`src/rtl/tx_frame_ctrl_pkg.sv`:
```
// tx_ctrl_pkg: shared constants and FSM state type for the TX frame controller.
package tx_ctrl_pkg;
  localparam int DATA_W = 8;
  localparam int LEN_W = 11;
  localparam int MAX_LEN = 1518;
  localparam int IFG_CYC = 12;
  localparam int MIN_LEN = 60;
  typedef enum logic [2:0] {IDLE, XFER, DRAIN, PAD, GAP} state_e;
endpackage

```
`src/rtl/tx_frame_ctrl_if.sv`:
```
// tx_frame_ctrl_if: descriptor, FIFO read and MAC stream signals of the TX frame controller.
interface tx_frame_ctrl_if #(parameter int DATA_W = 8, parameter int LEN_W = 11);
  logic              desc_valid;
  logic [LEN_W-1:0]  desc_len;
  logic              desc_ready;
  logic              fifo_empty;
  logic [DATA_W-1:0] fifo_data;
  logic              fifo_read;
  logic [DATA_W-1:0] tx_data;
  logic              tx_valid;
  logic              tx_last;
  logic              tx_ready;
  modport master (
    input  desc_valid, desc_len, fifo_empty, fifo_data, tx_ready,
    output desc_ready, fifo_read, tx_data, tx_valid, tx_last
  );
  modport slave (
    output desc_valid, desc_len, fifo_empty, fifo_data, tx_ready,
    input  desc_ready, fifo_read, tx_data, tx_valid, tx_last
  );
endinterface

```
`src/rtl/tx_frame_ctrl_skid2.sv`:
```
// tx_skid2: 2-entry skid buffer catching FIFO read data returned one cycle after each read.
module tx_skid2 #(parameter int W = 8) (
  input  logic         clk,
  input  logic         rst_n,
  input  logic         push_i,
  input  logic         pop_i,
  input  logic [W-1:0] din_i,
  output logic [W-1:0] head_o,
  output logic [1:0]   occ_o
);
  logic [W-1:0] mem_q [2];
  logic         wp_q, rp_q;
  logic [1:0]   occ_q;
  always_ff @(posedge clk or negedge rst_n) begin
    if (!rst_n) begin
      mem_q[0] <= '0;
      mem_q[1] <= '0;
      wp_q <= 1'b0;
      rp_q <= 1'b0;
      occ_q <= '0;
    end else begin
      if (push_i) mem_q[wp_q] <= din_i;
      wp_q <= wp_q ^ push_i;
      rp_q <= rp_q ^ pop_i;
      occ_q <= occ_q + 2'(push_i) - 2'(pop_i);
    end
  end
  assign head_o = mem_q[rp_q];
  assign occ_o = occ_q;
endmodule

```
`src/rtl/tx_frame_ctrl.sv`:
```
// tx_frame_ctrl: drains frame FIFO bytes to the TX MAC with tx_last framing and inter-frame gap.
// Optional short-frame zero padding to MIN_LEN is enabled by defining TX_FRAME_CTRL_PAD_EN.
module tx_frame_ctrl
  import tx_ctrl_pkg::*;
#(
  parameter int DATA_W  = tx_ctrl_pkg::DATA_W,
  parameter int LEN_W   = tx_ctrl_pkg::LEN_W,
  parameter int MAX_LEN = tx_ctrl_pkg::MAX_LEN,
  parameter int IFG_CYC = tx_ctrl_pkg::IFG_CYC,
  parameter int MIN_LEN = tx_ctrl_pkg::MIN_LEN
) (
  input  logic             clk,
  input  logic             rst_n,
  tx_frame_ctrl_if.master  bus,
  output logic             busy_o,
  output logic             drop_pulse_o,
  output logic [15:0]      frame_cnt_o
);
  localparam int GW = $clog2(IFG_CYC + 1);
  state_e            state_q;
  logic [LEN_W-1:0]  rd_left_q, tx_left_q;
  logic [GW-1:0]     gap_q;
  logic [15:0]       frame_cnt_q;
  logic              inflight_q, drop_q;
  logic [DATA_W-1:0] head;
  logic [1:0]        occ;
  logic              xfer, drain, in_pad, pad_pend, tx_valid, beat, pop, push, rd;
`ifdef TX_FRAME_CTRL_PAD_EN
  logic [LEN_W-1:0]  pad_q;
  assign in_pad = state_q == PAD;
  assign pad_pend = pad_q != '0;
`else
  assign in_pad = 1'b0;
  assign pad_pend = 1'b0;
`endif
  assign xfer = state_q == XFER;
  assign drain = state_q == DRAIN;
  assign tx_valid = (xfer && occ != 2'd0) || in_pad;
  assign beat = tx_valid && bus.tx_ready;
  assign pop = xfer && beat;
  // Drained bytes never enter the skid, so DRAIN only has to count returns.
  assign push = inflight_q && !drain;
  assign rd = (xfer || drain) && rd_left_q != '0 && !bus.fifo_empty &&
              (({1'b0, occ} + 3'(inflight_q)) < (3'd2 + 3'(pop)));
  assign bus.fifo_read = rd;
  assign bus.tx_valid = tx_valid;
  assign bus.tx_data = (xfer && occ != 2'd0) ? head : '0;
  assign bus.tx_last = tx_valid && tx_left_q == LEN_W'(1) && !(xfer && pad_pend);
  assign bus.desc_ready = rst_n && state_q == IDLE;
  assign busy_o = state_q != IDLE;
  assign drop_pulse_o = drop_q;
  assign frame_cnt_o = frame_cnt_q;
  tx_skid2 #(.W(DATA_W)) u_skid (
    .clk(clk), .rst_n(rst_n), .push_i(push), .pop_i(pop),
    .din_i(bus.fifo_data), .head_o(head), .occ_o(occ)
  );
  always_ff @(posedge clk or negedge rst_n) begin
    if (!rst_n) begin
      state_q <= IDLE;
      rd_left_q <= '0;
      tx_left_q <= '0;
      gap_q <= '0;
      frame_cnt_q <= '0;
      inflight_q <= 1'b0;
      drop_q <= 1'b0;
`ifdef TX_FRAME_CTRL_PAD_EN
      pad_q <= '0;
`endif
    end else begin
      inflight_q <= rd;
      drop_q <= 1'b0;
      if (rd) rd_left_q <= rd_left_q - 1'b1;
      case (state_q)
        IDLE: if (bus.desc_valid) begin
          rd_left_q <= bus.desc_len;
          tx_left_q <= bus.desc_len;
          gap_q <= '0;
`ifdef TX_FRAME_CTRL_PAD_EN
          pad_q <= (bus.desc_len < LEN_W'(MIN_LEN)) ? LEN_W'(MIN_LEN) - bus.desc_len : '0;
`endif
          if (bus.desc_len > LEN_W'(MAX_LEN)) state_q <= DRAIN;
          else if (bus.desc_len != '0) state_q <= XFER;
        end
        XFER: if (beat) begin
          tx_left_q <= tx_left_q - 1'b1;
          if (tx_left_q == LEN_W'(1)) begin
`ifdef TX_FRAME_CTRL_PAD_EN
            if (pad_pend) begin
              state_q <= PAD;
              tx_left_q <= pad_q;
            end else begin
              frame_cnt_q <= frame_cnt_q + 1'b1;
              state_q <= GAP;
            end
`else
            frame_cnt_q <= frame_cnt_q + 1'b1;
            state_q <= GAP;
`endif
          end
        end
        DRAIN: if (inflight_q) begin
          tx_left_q <= tx_left_q - 1'b1;
          if (tx_left_q == LEN_W'(1)) begin
            drop_q <= 1'b1;
            state_q <= GAP;
          end
        end
`ifdef TX_FRAME_CTRL_PAD_EN
        PAD: if (beat) begin
          tx_left_q <= tx_left_q - 1'b1;
          if (tx_left_q == LEN_W'(1)) begin
            frame_cnt_q <= frame_cnt_q + 1'b1;
            state_q <= GAP;
          end
        end
`endif
        GAP: begin
          gap_q <= gap_q + 1'b1;
          if (gap_q == GW'(IFG_CYC - 1)) state_q <= IDLE;
        end
        default: state_q <= IDLE;
      endcase
    end
  end
endmodule
```
`src/flat_wrapper.sv`:
```
// flat-port wrapper written by rule: the top's interface ports become plain ports
module tx_frame_ctrl_flat import tx_ctrl_pkg::*;
#(
  parameter int DATA_W  = tx_ctrl_pkg::DATA_W,
  parameter int LEN_W   = tx_ctrl_pkg::LEN_W,
  parameter int MAX_LEN = tx_ctrl_pkg::MAX_LEN,
  parameter int IFG_CYC = tx_ctrl_pkg::IFG_CYC,
  parameter int MIN_LEN = tx_ctrl_pkg::MIN_LEN
)
  (clk, rst_n, busy_o, drop_pulse_o, frame_cnt_o, bus_desc_valid, bus_desc_len, bus_fifo_empty, bus_fifo_data, bus_tx_ready, bus_desc_ready, bus_fifo_read, bus_tx_data, bus_tx_valid, bus_tx_last);
  tx_frame_ctrl_if #(.DATA_W(DATA_W), .LEN_W(LEN_W)) bus_i ();
  input  logic clk;
  input  logic rst_n;
  output logic busy_o;
  output logic drop_pulse_o;
  output logic [15:0] frame_cnt_o;
  input wire logic [$bits(bus_i.desc_valid)-1:0] bus_desc_valid;
  input wire logic [$bits(bus_i.desc_len)-1:0] bus_desc_len;
  input wire logic [$bits(bus_i.fifo_empty)-1:0] bus_fifo_empty;
  input wire logic [$bits(bus_i.fifo_data)-1:0] bus_fifo_data;
  input wire logic [$bits(bus_i.tx_ready)-1:0] bus_tx_ready;
  output wire logic [$bits(bus_i.desc_ready)-1:0] bus_desc_ready;
  output wire logic [$bits(bus_i.fifo_read)-1:0] bus_fifo_read;
  output wire logic [$bits(bus_i.tx_data)-1:0] bus_tx_data;
  output wire logic [$bits(bus_i.tx_valid)-1:0] bus_tx_valid;
  output wire logic [$bits(bus_i.tx_last)-1:0] bus_tx_last;
  assign bus_i.desc_valid = bus_desc_valid;
  assign bus_i.desc_len = bus_desc_len;
  assign bus_i.fifo_empty = bus_fifo_empty;
  assign bus_i.fifo_data = bus_fifo_data;
  assign bus_i.tx_ready = bus_tx_ready;
  assign bus_desc_ready = bus_i.desc_ready;
  assign bus_fifo_read = bus_i.fifo_read;
  assign bus_tx_data = bus_i.tx_data;
  assign bus_tx_valid = bus_i.tx_valid;
  assign bus_tx_last = bus_i.tx_last;
  tx_frame_ctrl #(.DATA_W(DATA_W), .LEN_W(LEN_W), .MAX_LEN(MAX_LEN), .IFG_CYC(IFG_CYC), .MIN_LEN(MIN_LEN)) u_core (.clk(clk), .rst_n(rst_n), .bus(bus_i), .busy_o(busy_o), .drop_pulse_o(drop_pulse_o), .frame_cnt_o(frame_cnt_o));
endmodule
```
`config.mk`:
```
export PLATFORM = sky130hd
export DESIGN_NAME = tx_frame_ctrl_flat
export DESIGN_NICKNAME = d
export VERILOG_FILES = /design/src/rtl/tx_frame_ctrl_pkg.sv /design/src/rtl/tx_frame_ctrl_if.sv /design/src/rtl/tx_frame_ctrl_skid2.sv /design/src/rtl/tx_frame_ctrl.sv /design/src/flat_wrapper.sv
export SDC_FILE = /design/constraint.sdc
export NUM_CORES = 1
export LEC_CHECK = 0
export CAP_MARGIN = 5
export CELL_PAD_IN_SITES_DETAIL_PLACEMENT = 1
export CELL_PAD_IN_SITES_GLOBAL_PLACEMENT = 1
export CORE_MARGIN = 5
export CORE_UTILIZATION = 25
export DETAILED_ROUTE_END_ITERATION = 8
export PLACE_DENSITY_LB_ADDON = 0.1
export SYNTH_ARGS = -nofsm -noshare
export SYNTH_HDL_FRONTEND = slang
export SYNTH_HIERARCHICAL = 1
export SYNTH_SLANG_ARGS = --single-unit
```
`constraint.sdc`:
```
create_clock -name clk -period 2.4 [get_ports clk]
set_clock_uncertainty 0.05 [all_clocks]
set_input_delay 0.48 -clock clk [delete_from_list [all_inputs] [get_ports clk]]
set_output_delay 0.48 -clock clk [all_outputs]
set_load 0.05 [all_outputs]
```
==> flow_summary_export.csv <==
group,metric,value,unit
die,die_area,17510,um2
pwr,power,7.122,mW
clock_tree,ctsHoldBuffers,0,
clock_tree,path_clk_slew,60,ps
pwr,seq_power_share,28.0,%
grt,grtUsageMet3,4.160,%
finish,utilization,36.03,%
synth,ys_ff_latch,67,
outcome,violations,"setup timing",
synth,netlist_instances,361,
pwr,p_switching,2.733,mW
synth,async_flop_share,100.0,%
worst_setup_path,endpoint_kind,"output pin",
sta,fin_crit,2400,ps
pwr,power.leakage,2.211,nW
sta,rsz0062_at_grt,"yes",
die,ioPinCount,54,
worst_setup_path,worstPathMaxFanout,2,
worst_setup_path,worstPathRequired,1870,ps
synth,syn_nets,396,
clock_tree,cts.htree.levels,3,
sta,max_freq,0.4166,GHz
finish,fin_nets,480,
clock_tree,clock-root-buffer,"clkbuf_16",
finish,final_area,5256,um2
synth,yosysSeqAreaShare,44.82,%
synth,ys.flop_type,"dfrtp_1",
die,die_w,132.3,um
pwr,clkPwrFrac,22.2,%
route,drt-initial-drc-count,88,
worst_setup_path,reg2reg_slack,210,ps
pwr,combPwrFrac,49.9,%
worst_setup_path,start_kind,"flip-flop",
grt,grtUsageMet1,16.41,%
grt,busiest_layer,"met2",
synth,yosysTopAreaCell,"dfrtp_1",
placed_design,gp_congestion,0.7610,
synth,synth.avg_cell_area,10.36,um2
route,wire_per_inst,16.85,um
finish,antenna_cells,0,
worst_setup_path,worstPathArrival,1870,ps
clock_tree,cts_buffer_depth,2,
grt,grt_pass1_wl,17890,um
outcome,status,"complete, but fails checks",
pwr,switching_share,38.38,%
synth,synth_edf_count,0,
pwr,p_per_area,1355,nW/um2
finish,drive_gt1_share,25.39,%
sta,finalSetupViolCount,1,
pwr,irDropWorstVdd,0.3933,mV
route,drc,0,
route,drt-total-wl,10670,um
placed_design,dpl_cell_area,4760,um2
synth,synth_area_leaders,"dfrtp_1, mux2_4, ha_1, nor2_1, nand2_1",
finish,final_common_cell,"dfrtp_1",
worst_hold_path,hold_path_class,"in2async",
worst_setup_path,critical_path_class,"reg2out",
synth,yosysUniqueCellTypes,60,
grt,gr-total-overflow,0,
grt,grt_antenna_before_repair,0,
clock_tree,clock_latency,350,ps
grt,grt_util_met2,20.20,%
finish,syn_to_final_growth,40.50,%
die,start_util,25.64,%
pwr,p_int,4.388,mW
synth,netlist.area_leader.share,44.82,%
finish,final_cell_mix,"dfrtp_1, clkdlybuf4s50_1, buf_4, nor2_1, nand2_1",
die,core,14590,um2
worst_setup_path,reg2reg_from,"u_core/inflight_q",
grt,track_usage,12.77,%
synth,ys_warn_count,6,
sta,post-route-period-util,100.0,%
placed_design,io_buffers,53,
die,die_h,132.3,um
route,ant_nets,0,
clock_tree,numClockSinks,67,
route,vias_per_cell,4.882,
die,rows,44,
route,first_pass_iters,4,
synth,netlist_area,3741,um2
route,num_vias,3090,
clock_tree,cts_tree,"built",
sta,hold_ws,334.0,ps
sta,finalMaxSlewViolations,0,
sta,slew_headroom,40.32,%
sta,tightest_slew,895.2,ps
placed_design,post-dp-hpwl,7759,um
worst_setup_path,r2r-end,"u_core/rd_left_q[6]",
sta,final-hold-violation-count,0,
grt,grt_pass1_vias,3309,
flow_run,max_cap_viol_count,0,
sta,setup_slack,-0.1821,ps
clock_tree,numCtsBuffers,9,
grt,grt_max_degree,68,
worst_setup_path,r2r_cells,10,
[critical path, cell delays in order, from the launching register on]
cell and delay (ps):
dfrtp_1 410, ha_2 210, ha_4 270, o41ai_4 60, buf_4 140, nand3_2 70, buf_6 110, clkinvlp_4 100
buf_12 160
[cells by family (layout without fill, tap and decap cells)]
kind of cell	after synthesis	in the layout	share of synthesized area [%]
compound gates	71	71	12.54
xor+xnor	19	19	4.849
fa+ha+maj	11	11	3.679
buf+inv	30	118	3.846
flops	67	67	44.82
mux	26	26	10.20
simple gates	137	137	20.07
[state kept, by name, summed over array words and instances, names as in the netlist]
signal / cells
u_core/gap_q: 4
u_core/u_skid/rp_q: 1
u_core/tx_left_q: 11
u_core/u_skid/occ_o: 2
u_core/u_skid/wp_q: 1
u_core/inflight_q: 1
u_core/drop_pulse_o: 1
u_core/u_skid/mem_q: 16
u_core/frame_cnt_o: 16
u_core/rd_left_q: 11
u_core/state_q: 3
[worst max path at each step]
stage / startpoint / to / slack [ps] / cells after the start
2_1_floorplan: u_core/state_q[0] / bus_tx_last / 80 / 4
3_3_place_gp: bus_tx_ready / bus_fifo_read / -240 / 8
3_5_place_dp: bus_tx_ready / bus_fifo_read / -240 / 8
4_1_cts: u_core/u_skid/occ_o[0] / bus_fifo_read / -40 / 7
5_1_grt: u_core/rd_left_q[2] / bus_fifo_read / -90 / 6
6_report: u_core/inflight_q / bus_fifo_read / -0.2 / 8
[power by group through the flow]
stage | sequential (mW) | combinational (mW) | clock [mW]
after floorplan | 1.81 | 2.27 | 0
after global placement | 1.95 | 3.33 | 0
after detailed placement | 1.97 | 3.38 | 0
after CTS | 1.97 | 3.52 | 1.63
after global routing | 2.06 | 3.92 | 1.68
final | 1.99 | 3.55 | 1.58
[per-layer routing]
| layer | routed length [um] | share of wire, % | vias to the layer above |
|---|---|---|---|
| li1 | - | - | 1493 |
| met1 | 5119 | 48 | 1533 |
| met2 | 4924 | 46 | 54 |
| met3 | 463 | 4.3 | 10 |
| met4 | 158 | 1.5 | 0 |
| met5 | 0 | 0 | - |
[timing repair]
action,4_1_cts,5_1_grt
buffers inserted,4,0
gates resized for setup,18,8
endpoints found under the setup margin,11,8
pin swaps,4,4
[final cells by class]
class,instances,area [um2]
Fill cell,1620,9333
Multi-Input combinational cell,264,2028
Sequential cell,67,1679
Timing Repair Buffer,87,904.6
Clock buffer,11,252.7
Tap cell,184,230.2
Clock inverter,4,97.59
Inverter,16,63.81
[through the flow]
stage | instances | setup WS (ps) | TNS (ps)
after floorplan | 361 | 75.61 | 0
after global placement | 614 | -241.3 | -1597
after detailed placement | 614 | -239.5 | -1777
after CTS | 633 | -44.38 | -44.38
after global routing | 633 | -85.17 | -87.15
final | 633 | -0.1821 | -0.1821
[synthesized netlist by cell type (all sizes together), types with 2 or more instances]
master	number
dfrtp	67
nor2	31
nand2	26
mux2	25
o21ai	19
inv	16
a21oi	14
and2	13
nand4	13
nor3	12
ha	11
xnor2	11
buf	8
nand3	8
or4	8
a31oi	7
nor4	7
xor2	7
clkbuf	6
o31ai	4
or3	4
and4	3
nor2b	3
o21a	3
o41ai	3
a221o	2
nand2b	2
nand3b	2
nor3b	2
o211ai	2
o22a	2
o311ai	2
or2	2
No activity file was read; power rests on OpenSTA's default activity.
